--- src/rtl/mb_audio_pkg.sv ---
// mb_audio_pkg: shared widths, FSM states and stereo sample type for the Mockingboard audio path
package mb_audio_pkg;
    localparam int IN_W = 10;
    localparam int PCM_W = 16;
    typedef enum logic [2:0] {IDLE, CAPTURE, DC_L, DC_R, VOL_L, VOL_R, EMIT} state_t;
    typedef struct packed {
        logic [PCM_W-1:0] l;
        logic [PCM_W-1:0] r;
    } stereo_t;
    function automatic int sum_w(input int avg_log2);
        return IN_W + avg_log2;
    endfunction
endpackage

--- src/rtl/mb_sample_fifo.sv ---
// mb_sample_fifo: 2-entry valid/ready sample buffer that drops pushes when full and flags a sticky overrun
module mb_sample_fifo #(
    parameter int W = 32
) (
    input  logic         clk_logic,
    input  logic         reset,
    input  logic         push_i,
    input  logic [W-1:0] data_i,
    input  logic         ready_i,
    output logic [W-1:0] data_o,
    output logic         valid_o,
    output logic         overrun_o
);
    logic [W-1:0] mem_q [2];
    logic [W-1:0] mem_d [2];
    logic         rd_q, rd_d, ovr_q, ovr_d, pop, wr_en;
    logic [1:0]   cnt_q, cnt_d;
    assign valid_o   = cnt_q != 2'd0;
    assign data_o    = mem_q[rd_q];
    assign overrun_o = ovr_q;
    always_comb begin
        pop   = valid_o && ready_i;
        wr_en = push_i && (!cnt_q[1] || pop);
        mem_d = mem_q;
        if (wr_en) mem_d[rd_q ^ cnt_q[0]] = data_i;
        rd_d  = rd_q ^ pop;
        cnt_d = cnt_q + {1'b0, wr_en} - {1'b0, pop};
        ovr_d = ovr_q || (push_i && !wr_en);
    end
    always_ff @(posedge clk_logic) begin
        if (reset) begin
            mem_q <= '{default: '0};
            rd_q  <= 1'b0;
            cnt_q <= 2'd0;
            ovr_q <= 1'b0;
        end else begin
            mem_q <= mem_d;
            rd_q  <= rd_d;
            cnt_q <= cnt_d;
            ovr_q <= ovr_d;
        end
    end
endmodule

--- src/rtl/mb_audio_resampler.sv ---
// mb_audio_resampler: averages PSG sums, resamples to SAMPLE_HZ, removes DC, applies volume and buffers stereo PCM
module mb_audio_resampler
    import mb_audio_pkg::*;
#(
    parameter int CLK_HZ    = 54_000_000,
    parameter int SAMPLE_HZ = 48_000,
    parameter int AVG_LOG2  = 4,
    parameter int DC_SHIFT  = 10
) (
    input  logic        clk_logic,
    input  logic        reset,
    input  logic        ce_i,
    input  logic        enable_i,
    input  logic [9:0]  audio_l_i,
    input  logic [9:0]  audio_r_i,
    input  logic [3:0]  volume_i,
    output logic [15:0] sample_l_o,
    output logic [15:0] sample_r_o,
    output logic        sample_valid_o,
    input  logic        sample_ready_i,
    output logic        overrun_o
);
    localparam int DEPTH = 1 << AVG_LOG2;
    localparam int SW    = sum_w(AVG_LOG2);
    localparam int DW    = IN_W + DC_SHIFT;

    if (CLK_HZ < 8 * SAMPLE_HZ) begin : g_rate_check
        $error("CLK_HZ must be at least 8*SAMPLE_HZ");
    end

    state_t                 state_q, state_d;
    logic [31:0]            phase_q, phase_d;
    logic [32:0]            phase_sum;
    logic                   tick;
    logic [AVG_LOG2-1:0]    wp_q, wp_d;
    logic [IN_W-1:0]        win_l_q [DEPTH];
    logic [IN_W-1:0]        win_l_d [DEPTH];
    logic [IN_W-1:0]        win_r_q [DEPTH];
    logic [IN_W-1:0]        win_r_d [DEPTH];
    logic [IN_W-1:0]        new_l, new_r;
    logic [SW-1:0]          sum_l_q, sum_l_d, sum_r_q, sum_r_d;
    logic [IN_W-1:0]        avg_l_q, avg_l_d, avg_r_q, avg_r_d, avg_sel, leak;
    logic [DW-1:0]          dc_l_q, dc_l_d, dc_r_q, dc_r_d, dc_sel, dc_new;
    logic signed [IN_W:0]   y_l_q, y_l_d, y_r_q, y_r_d, y_new, y_sel;
    logic signed [PCM_W-1:0] prod;
    logic [PCM_W-1:0]       pcm_l_q, pcm_l_d, pcm_r_q, pcm_r_d;
    stereo_t                fifo_in, fifo_out;

    // The phase wraps by CLK_HZ, so the long-run tick rate is exactly SAMPLE_HZ.
    always_comb begin
        phase_sum = {1'b0, phase_q} + 33'(SAMPLE_HZ);
        tick      = phase_sum >= 33'(CLK_HZ);
        phase_d   = tick ? 32'(phase_sum - 33'(CLK_HZ)) : phase_sum[31:0];
        state_d   = state_q == IDLE ? (tick ? CAPTURE : IDLE)
                  : state_q == EMIT ? IDLE : state_t'(state_q + 3'd1);
    end

    always_comb begin
        new_l   = enable_i ? audio_l_i : '0;
        new_r   = enable_i ? audio_r_i : '0;
        win_l_d = win_l_q;
        win_r_d = win_r_q;
        sum_l_d = sum_l_q;
        sum_r_d = sum_r_q;
        wp_d    = wp_q;
        if (ce_i) begin
            win_l_d[wp_q] = new_l;
            win_r_d[wp_q] = new_r;
            sum_l_d       = sum_l_q + SW'(new_l) - SW'(win_l_q[wp_q]);
            sum_r_d       = sum_r_q + SW'(new_r) - SW'(win_r_q[wp_q]);
            wp_d          = wp_q + AVG_LOG2'(1);
        end
    end

    // DC and volume stages share one datapath each, steered by the FSM state.
    always_comb begin
        avg_l_d = state_q == CAPTURE ? IN_W'(sum_l_q >> AVG_LOG2) : avg_l_q;
        avg_r_d = state_q == CAPTURE ? IN_W'(sum_r_q >> AVG_LOG2) : avg_r_q;
        dc_sel  = state_q == DC_L ? dc_l_q : dc_r_q;
        avg_sel = state_q == DC_L ? avg_l_q : avg_r_q;
        leak    = IN_W'(dc_sel >> DC_SHIFT);
        y_new   = $signed({1'b0, avg_sel}) - $signed({1'b0, leak});
        dc_new  = dc_sel + DW'(avg_sel) - DW'(leak);
        dc_l_d  = state_q == DC_L ? dc_new : dc_l_q;
        dc_r_d  = state_q == DC_R ? dc_new : dc_r_q;
        y_l_d   = state_q == DC_L ? y_new : y_l_q;
        y_r_d   = state_q == DC_R ? y_new : y_r_q;
        y_sel   = state_q == VOL_L ? y_l_q : y_r_q;
        prod    = PCM_W'(y_sel) * PCM_W'($signed({1'b0, volume_i}));
        pcm_l_d = state_q == VOL_L ? {prod[PCM_W-2:0], 1'b0} : pcm_l_q;
        pcm_r_d = state_q == VOL_R ? {prod[PCM_W-2:0], 1'b0} : pcm_r_q;
    end

    always_ff @(posedge clk_logic) begin
        if (reset) begin
            state_q <= IDLE;
            phase_q <= '0;
            wp_q    <= '0;
            win_l_q <= '{default: '0};
            win_r_q <= '{default: '0};
            sum_l_q <= '0;
            sum_r_q <= '0;
            avg_l_q <= '0;
            avg_r_q <= '0;
            dc_l_q  <= '0;
            dc_r_q  <= '0;
            y_l_q   <= '0;
            y_r_q   <= '0;
            pcm_l_q <= '0;
            pcm_r_q <= '0;
        end else begin
            state_q <= state_d;
            phase_q <= phase_d;
            wp_q    <= wp_d;
            win_l_q <= win_l_d;
            win_r_q <= win_r_d;
            sum_l_q <= sum_l_d;
            sum_r_q <= sum_r_d;
            avg_l_q <= avg_l_d;
            avg_r_q <= avg_r_d;
            dc_l_q  <= dc_l_d;
            dc_r_q  <= dc_r_d;
            y_l_q   <= y_l_d;
            y_r_q   <= y_r_d;
            pcm_l_q <= pcm_l_d;
            pcm_r_q <= pcm_r_d;
        end
    end

    assign fifo_in    = '{l: pcm_l_q, r: pcm_r_q};
    assign sample_l_o = fifo_out.l;
    assign sample_r_o = fifo_out.r;

    mb_sample_fifo #(.W(2 * PCM_W)) u_fifo (
        .clk_logic (clk_logic),
        .reset     (reset),
        .push_i    (state_q == EMIT),
        .data_i    (fifo_in),
        .ready_i   (sample_ready_i),
        .data_o    (fifo_out),
        .valid_o   (sample_valid_o),
        .overrun_o (overrun_o)
    );
endmodule
--- config.mk ---
export PLATFORM = sky130hd
export DESIGN_NAME = mb_audio_resampler
export DESIGN_NICKNAME = d
export VERILOG_FILES = /design/src/rtl/mb_audio_pkg.sv /design/src/rtl/mb_sample_fifo.sv /design/src/rtl/mb_audio_resampler.sv
export SDC_FILE = /design/constraint.sdc
export NUM_CORES = 1
export LEC_CHECK = 0
export ABC_CLOCK_PERIOD_IN_PS = 6000
export BUFFER_PORTS_ARGS = -buffer_cell sky130_fd_sc_hd__clkbuf_2
export CORE_ASPECT_RATIO = 1.75
export CORE_MARGIN = 2
export CORE_UTILIZATION = 55
export CTS_CLUSTER_SIZE = 8
export DETAILED_ROUTE_END_ITERATION = 12
export PLACE_DENSITY_LB_ADDON = 0.25
export SLEW_MARGIN = 10
export SYNTH_ARGS = -nofsm -noshare
export SYNTH_HDL_FRONTEND = slang
export SYNTH_HIERARCHICAL = 1
export SYNTH_SLANG_ARGS = --single-unit
--- constraint.sdc ---
create_clock -name clk_logic -period 6 [get_ports clk_logic]
set_input_delay 0 -clock clk_logic [delete_from_list [all_inputs] [get_ports clk_logic]]
set_output_delay 0 -clock clk_logic [all_outputs]
set_load 0.02 [all_outputs]
==> metrics.md <==
| Metric | Value |
|---|---|
| Clk pin slew, worst setup/hold paths | `0.05 ns` |
| Setup ws final | `0.798 ns` |
| CP endpoint kind | `flop` |
| Sw Ratio | `0.359` |
| Most common cell after layout, fill and taps aside | `nor2_1` |
| Dpl cells | `3999` |
| Clock Latency Late Sink | `0.62 ns` |
| Vias per cell | `5.75` |
| GR Util All Layers | `0.267` |
| Startpoint types | `flop` |
| Outcome | `finished clean` |
| Die height | `310 microns` |
| Multiplexer share of the synthesized area | `0.138` |
| Post-CTS Hold Buffers | `4` |
| Pins over their slew limit | `0` |
| Via count | `23565` |
| Multi-input logic area | `0.0166 sq mm` |
| CTS resizes | `0` |
| Clock power frac | `0.305` |
| Area Overhead vs Synth | `9.42%` |
| Die ar. | `0.0554 sq mm` |
| CP Data Arrival Time | `5.68 ns` |
| Compound-Gate Fraction of Synth Area | `0.119` |
| R2r setup slk | `0.80 ns` |
| Synth unique cells | `88` |
| Syn Area/Cell | `8.53 sq um` |
| Hold Violations, Final | `0` |
| Syn Inst Count | `3448` |
| Clk sinks | `560` |
| Path type of the worst min-delay path | `in -> reg` |
| Layout cells sized above 1 | `0.109` |
| Final net count | `3581` |
| Worst Tran Pin Value | `1.22 ns` |
| Prevailing post-synth register cell | `dfxtp_1` |
| Wire length per cell | `17.8 microns` |
| Pre-CTS WS | `0.864 ns` |
| FILL cells | `4520` |
| Number of buffers added on ports | `62` |
| Setup Buffers After CTS | `0` |
| Most frequent cells in the layout | `nor2_1, dfxtp_1, a21oi_1, nand2_1, inv_1` |
| Netlist Area Pre-Place | `0.0294 sq mm` |
| Htree depth | `3` |
| #FFs+latches synth | `560` |
| Synth Area in Adders | `0.0777` |
| TritonCTS clock tree | `built` |
| Post-route cell area | `0.0322 sq mm` |
| P_sw | `0.00471 W` |
| Yosys warning count | `6` |
| Post-DP Area | `0.0300 sq mm` |
| VDD IR max | `308 uV` |
| Max Clk Rate | `192 MHz` |
| Setup Skew | `0.0192 ns` |
| Simple-gate share of the synthesized area | `0.197` |
| Crit-path slowest cell | `fa_1` |
| Largest family of logic cells by synthesized area | `simple AND/OR/NAND/NOR gates` |
| DP Wirelength | `48900 microns` |
| Non-filler cells, final | `4095` |
| Total grt overflow | `0` |
| Antenna cells | `0` |
| P_leak | `12.7 nW` |
| Starting DRT DRC Count | `1297` |
| WS Path Type | `reg -> reg` |
| Fin Setup TNS | `0 ns` |
| Drt drc | `0` |
| Sequential power share | `0.324` |
| I/O pins | `63` |
| CTS buffer count | `80` |
| Worst EP required | `6.48 ns` |
| Routed Antenna Nets | `0` |
| Async set-or-reset flop fraction in the synthesized netlist | `0` |
| Crit-path max cell delay | `0.54 ns` |
| Max_cap viols | `0` |
| Initial Util | `0.554` |
| FP Rows | `112` |
| Vias in the first global route | `23936` |
| First-pass GRT wire length | `118000 microns` |
| Post-synth EDFFs | `0` |
| Die W | `179 microns` |
| Worst-path cell chain | `inv_1 > ha_1 > and2_1 > buf_4 > mux2i_1 > nor2b_1 > ha_1 > inv_1 > fa_1 > fa_1 > inv_1 > ha_1 > a21o_1 > a21oi_1 > o21bai_1 > a21oi_1 > o21bai_1 > a41oi_1 > a21oi_1 > xnor2_1 > a21oi_1` |
| Comb pwr share | `0.371` |
| Post-Synth XOR/XNOR Area | `0.0310` |
| Slew headroom | `0.190` |
| WL final | `72800 microns` |
| Largest net degree at the start of global routing | `257` |
| Sequential cell area | `0.0112 sq mm` |
| Drt pass-1 iters | `7` |
| Crit share post-route | `0.867` |
| Seq/Total Area, Yosys | `0.381` |
| Placer's final routability congestion estimate | `0.863` |
| Power Density | `408 mW/mm^2` |
| Antenna violations before repair | `0` |
| Post-layout min period | `5.20 ns` |
| Root Driver | `clkbuf_16` |
| Max Fanout on Critical Path | `20` |
| Core area | `0.0531 sq mm` |
| RSZ-0062 raised after global routing | `false` |
| Final Setup Violations | `0` |
| Clock Path Buffers | `3` |
| Most frequent CP cell | `a21oi_1` |
| Pint | `0.00842 W` |
| Final Power | `0.0131 W` |
==> worst paths after layout <==
kind,endpoint,startpoint,depth (start not counted)
setup / recovery,pcm_r_q[15]$_SDFFE_PP0N_,state_q[0]$_SDFF_PP0_,21
hold / removal,sum_r_q[1]$_SDFFE_PP0P_,ce_i,4
setup reg to reg,pcm_r_q[15]$_SDFFE_PP0N_,state_q[0]$_SDFF_PP0_,21
hold reg to reg,dc_l_q[9]$_SDFFE_PP0P_,dc_l_q[9]$_SDFFE_PP0P_,2
==> cell families after synthesis <==
logic type	Yosys count
adder cells (fa/ha/maj)	151
XOR/XNOR	104
flip-flops	560
buffers and inverters	418
multiplexers	275
other	1
AND/OR/NAND/NOR	1336
AO/OA/AOI/OAI	603
==> final cells by class <==
cell class                      instances  area share
Multi-Input combinational cell       2471       0.515
Sequential cell                       560       0.348
Clock buffer                           84      0.0626
Tap cell                              684      0.0266
Timing Repair Buffer                  104      0.0217
Inverter                              184      0.0215
Clock inverter                          8     0.00455
==> worst max-delay path: cells and delay by family, from the launching register on <==
family	cells	cell delay, ns
flops	1	0.34
simple gates	2	0.48
buf+inv	4	0.54
fa+ha+maj	5	1.68
compound gates	8	1.41
xor+xnor	1	0.25
mux	1	0.38
==> flip-flops by register name, summed over array words and instances, names as in the netlist, 2 cells and up <==
| signal | cells |
|---|---|
| avg_r_q | 10 |
| avg_l_q | 10 |
| u_fifo/cnt_q | 2 |
| y_r_q | 11 |
| wp_q | 4 |
| u_fifo/mem_q | 64 |
| state_q | 3 |
| win_l_q | 160 |
| pcm_r_q | 15 |
| phase_q | 25 |
| pcm_l_q | 15 |
| y_l_q | 11 |
| win_r_q | 160 |
| dc_l_q | 20 |
| dc_r_q | 20 |
| sum_r_q | 14 |
| sum_l_q | 14 |
==> power by group through the flow <==
| stage | sequential, W | combinational [W] | clock (W) |
|---|---|---|---|
| 2_1_floorplan | 0.00419 | 0.00397 | 0 |
| 3_3_place_gp | 0.00431 | 0.00468 | 0 |
| 3_5_place_dp | 0.00432 | 0.00483 | 0 |
| 4_1_cts | 0.00425 | 0.00487 | 0.00408 |
| 5_1_grt | 0.00429 | 0.00543 | 0.00423 |
| 6_report | 0.00426 | 0.00487 | 0.00400 |
==> per-layer routing <==
metal	routed length [microns]	track usage	up-vias
met4	3770	0.144	0
li1	-	-	11372
met3	2970	0.0362	241
met1	26500	0.276	11305
met5	0	0	-
met2	39600	0.509	647
==> metrics by stage <==
step / hold WS (ns) / utilization
2_1_floorplan: 0.205 / -
3_3_place_gp: 0.318 / 0.565
3_5_place_dp: 0.328 / 0.565
4_1_cts: 0.0443 / 0.606
5_1_grt: 0.107 / 0.606
6_report: 0.0674 / 0.606
==> synthesized netlist by cell type (4+ instances only) <==
library cell | n | area [sq um]
a211oi_1 | 26 | 195
a211oi_2 | 4 | 50.1
a21boi_0 | 5 | 37.5
a21o_1 | 20 | 150
a21oi_1 | 433 | 2170
a31oi_1 | 14 | 87.6
and2_1 | 9 | 56.3
and3_1 | 16 | 100
buf_1 | 20 | 75.1
buf_2 | 9 | 45.0
buf_4 | 4 | 30.0
buf_6 | 7 | 78.8
clkbuf_1 | 193 | 724
dfxtp_1 | 560 | 11200
fa_1 | 53 | 1060
ha_1 | 98 | 1230
inv_1 | 183 | 687
mux2_2 | 34 | 383
mux2i_1 | 141 | 1410
mux4_2 | 100 | 2250
nand2_1 | 249 | 935
nand2b_1 | 99 | 619
nand3_1 | 27 | 135
nand4_1 | 7 | 43.8
nor2_1 | 787 | 2950
nor2b_1 | 47 | 294
nor3_1 | 28 | 140
nor3b_1 | 5 | 37.5
nor4_1 | 6 | 37.5
nor4b_1 | 4 | 35.0
o21a_1 | 5 | 37.5
o21ai_0 | 32 | 160
o22ai_1 | 8 | 50.1
o31a_1 | 4 | 35.0
o31ai_1 | 9 | 67.6
or2_2 | 5 | 31.3
or2b_2 | 19 | 166
or3_1 | 8 | 50.1
xnor2_1 | 76 | 666
xor2_1 | 28 | 245
Power figures use the tool's default switching activity.
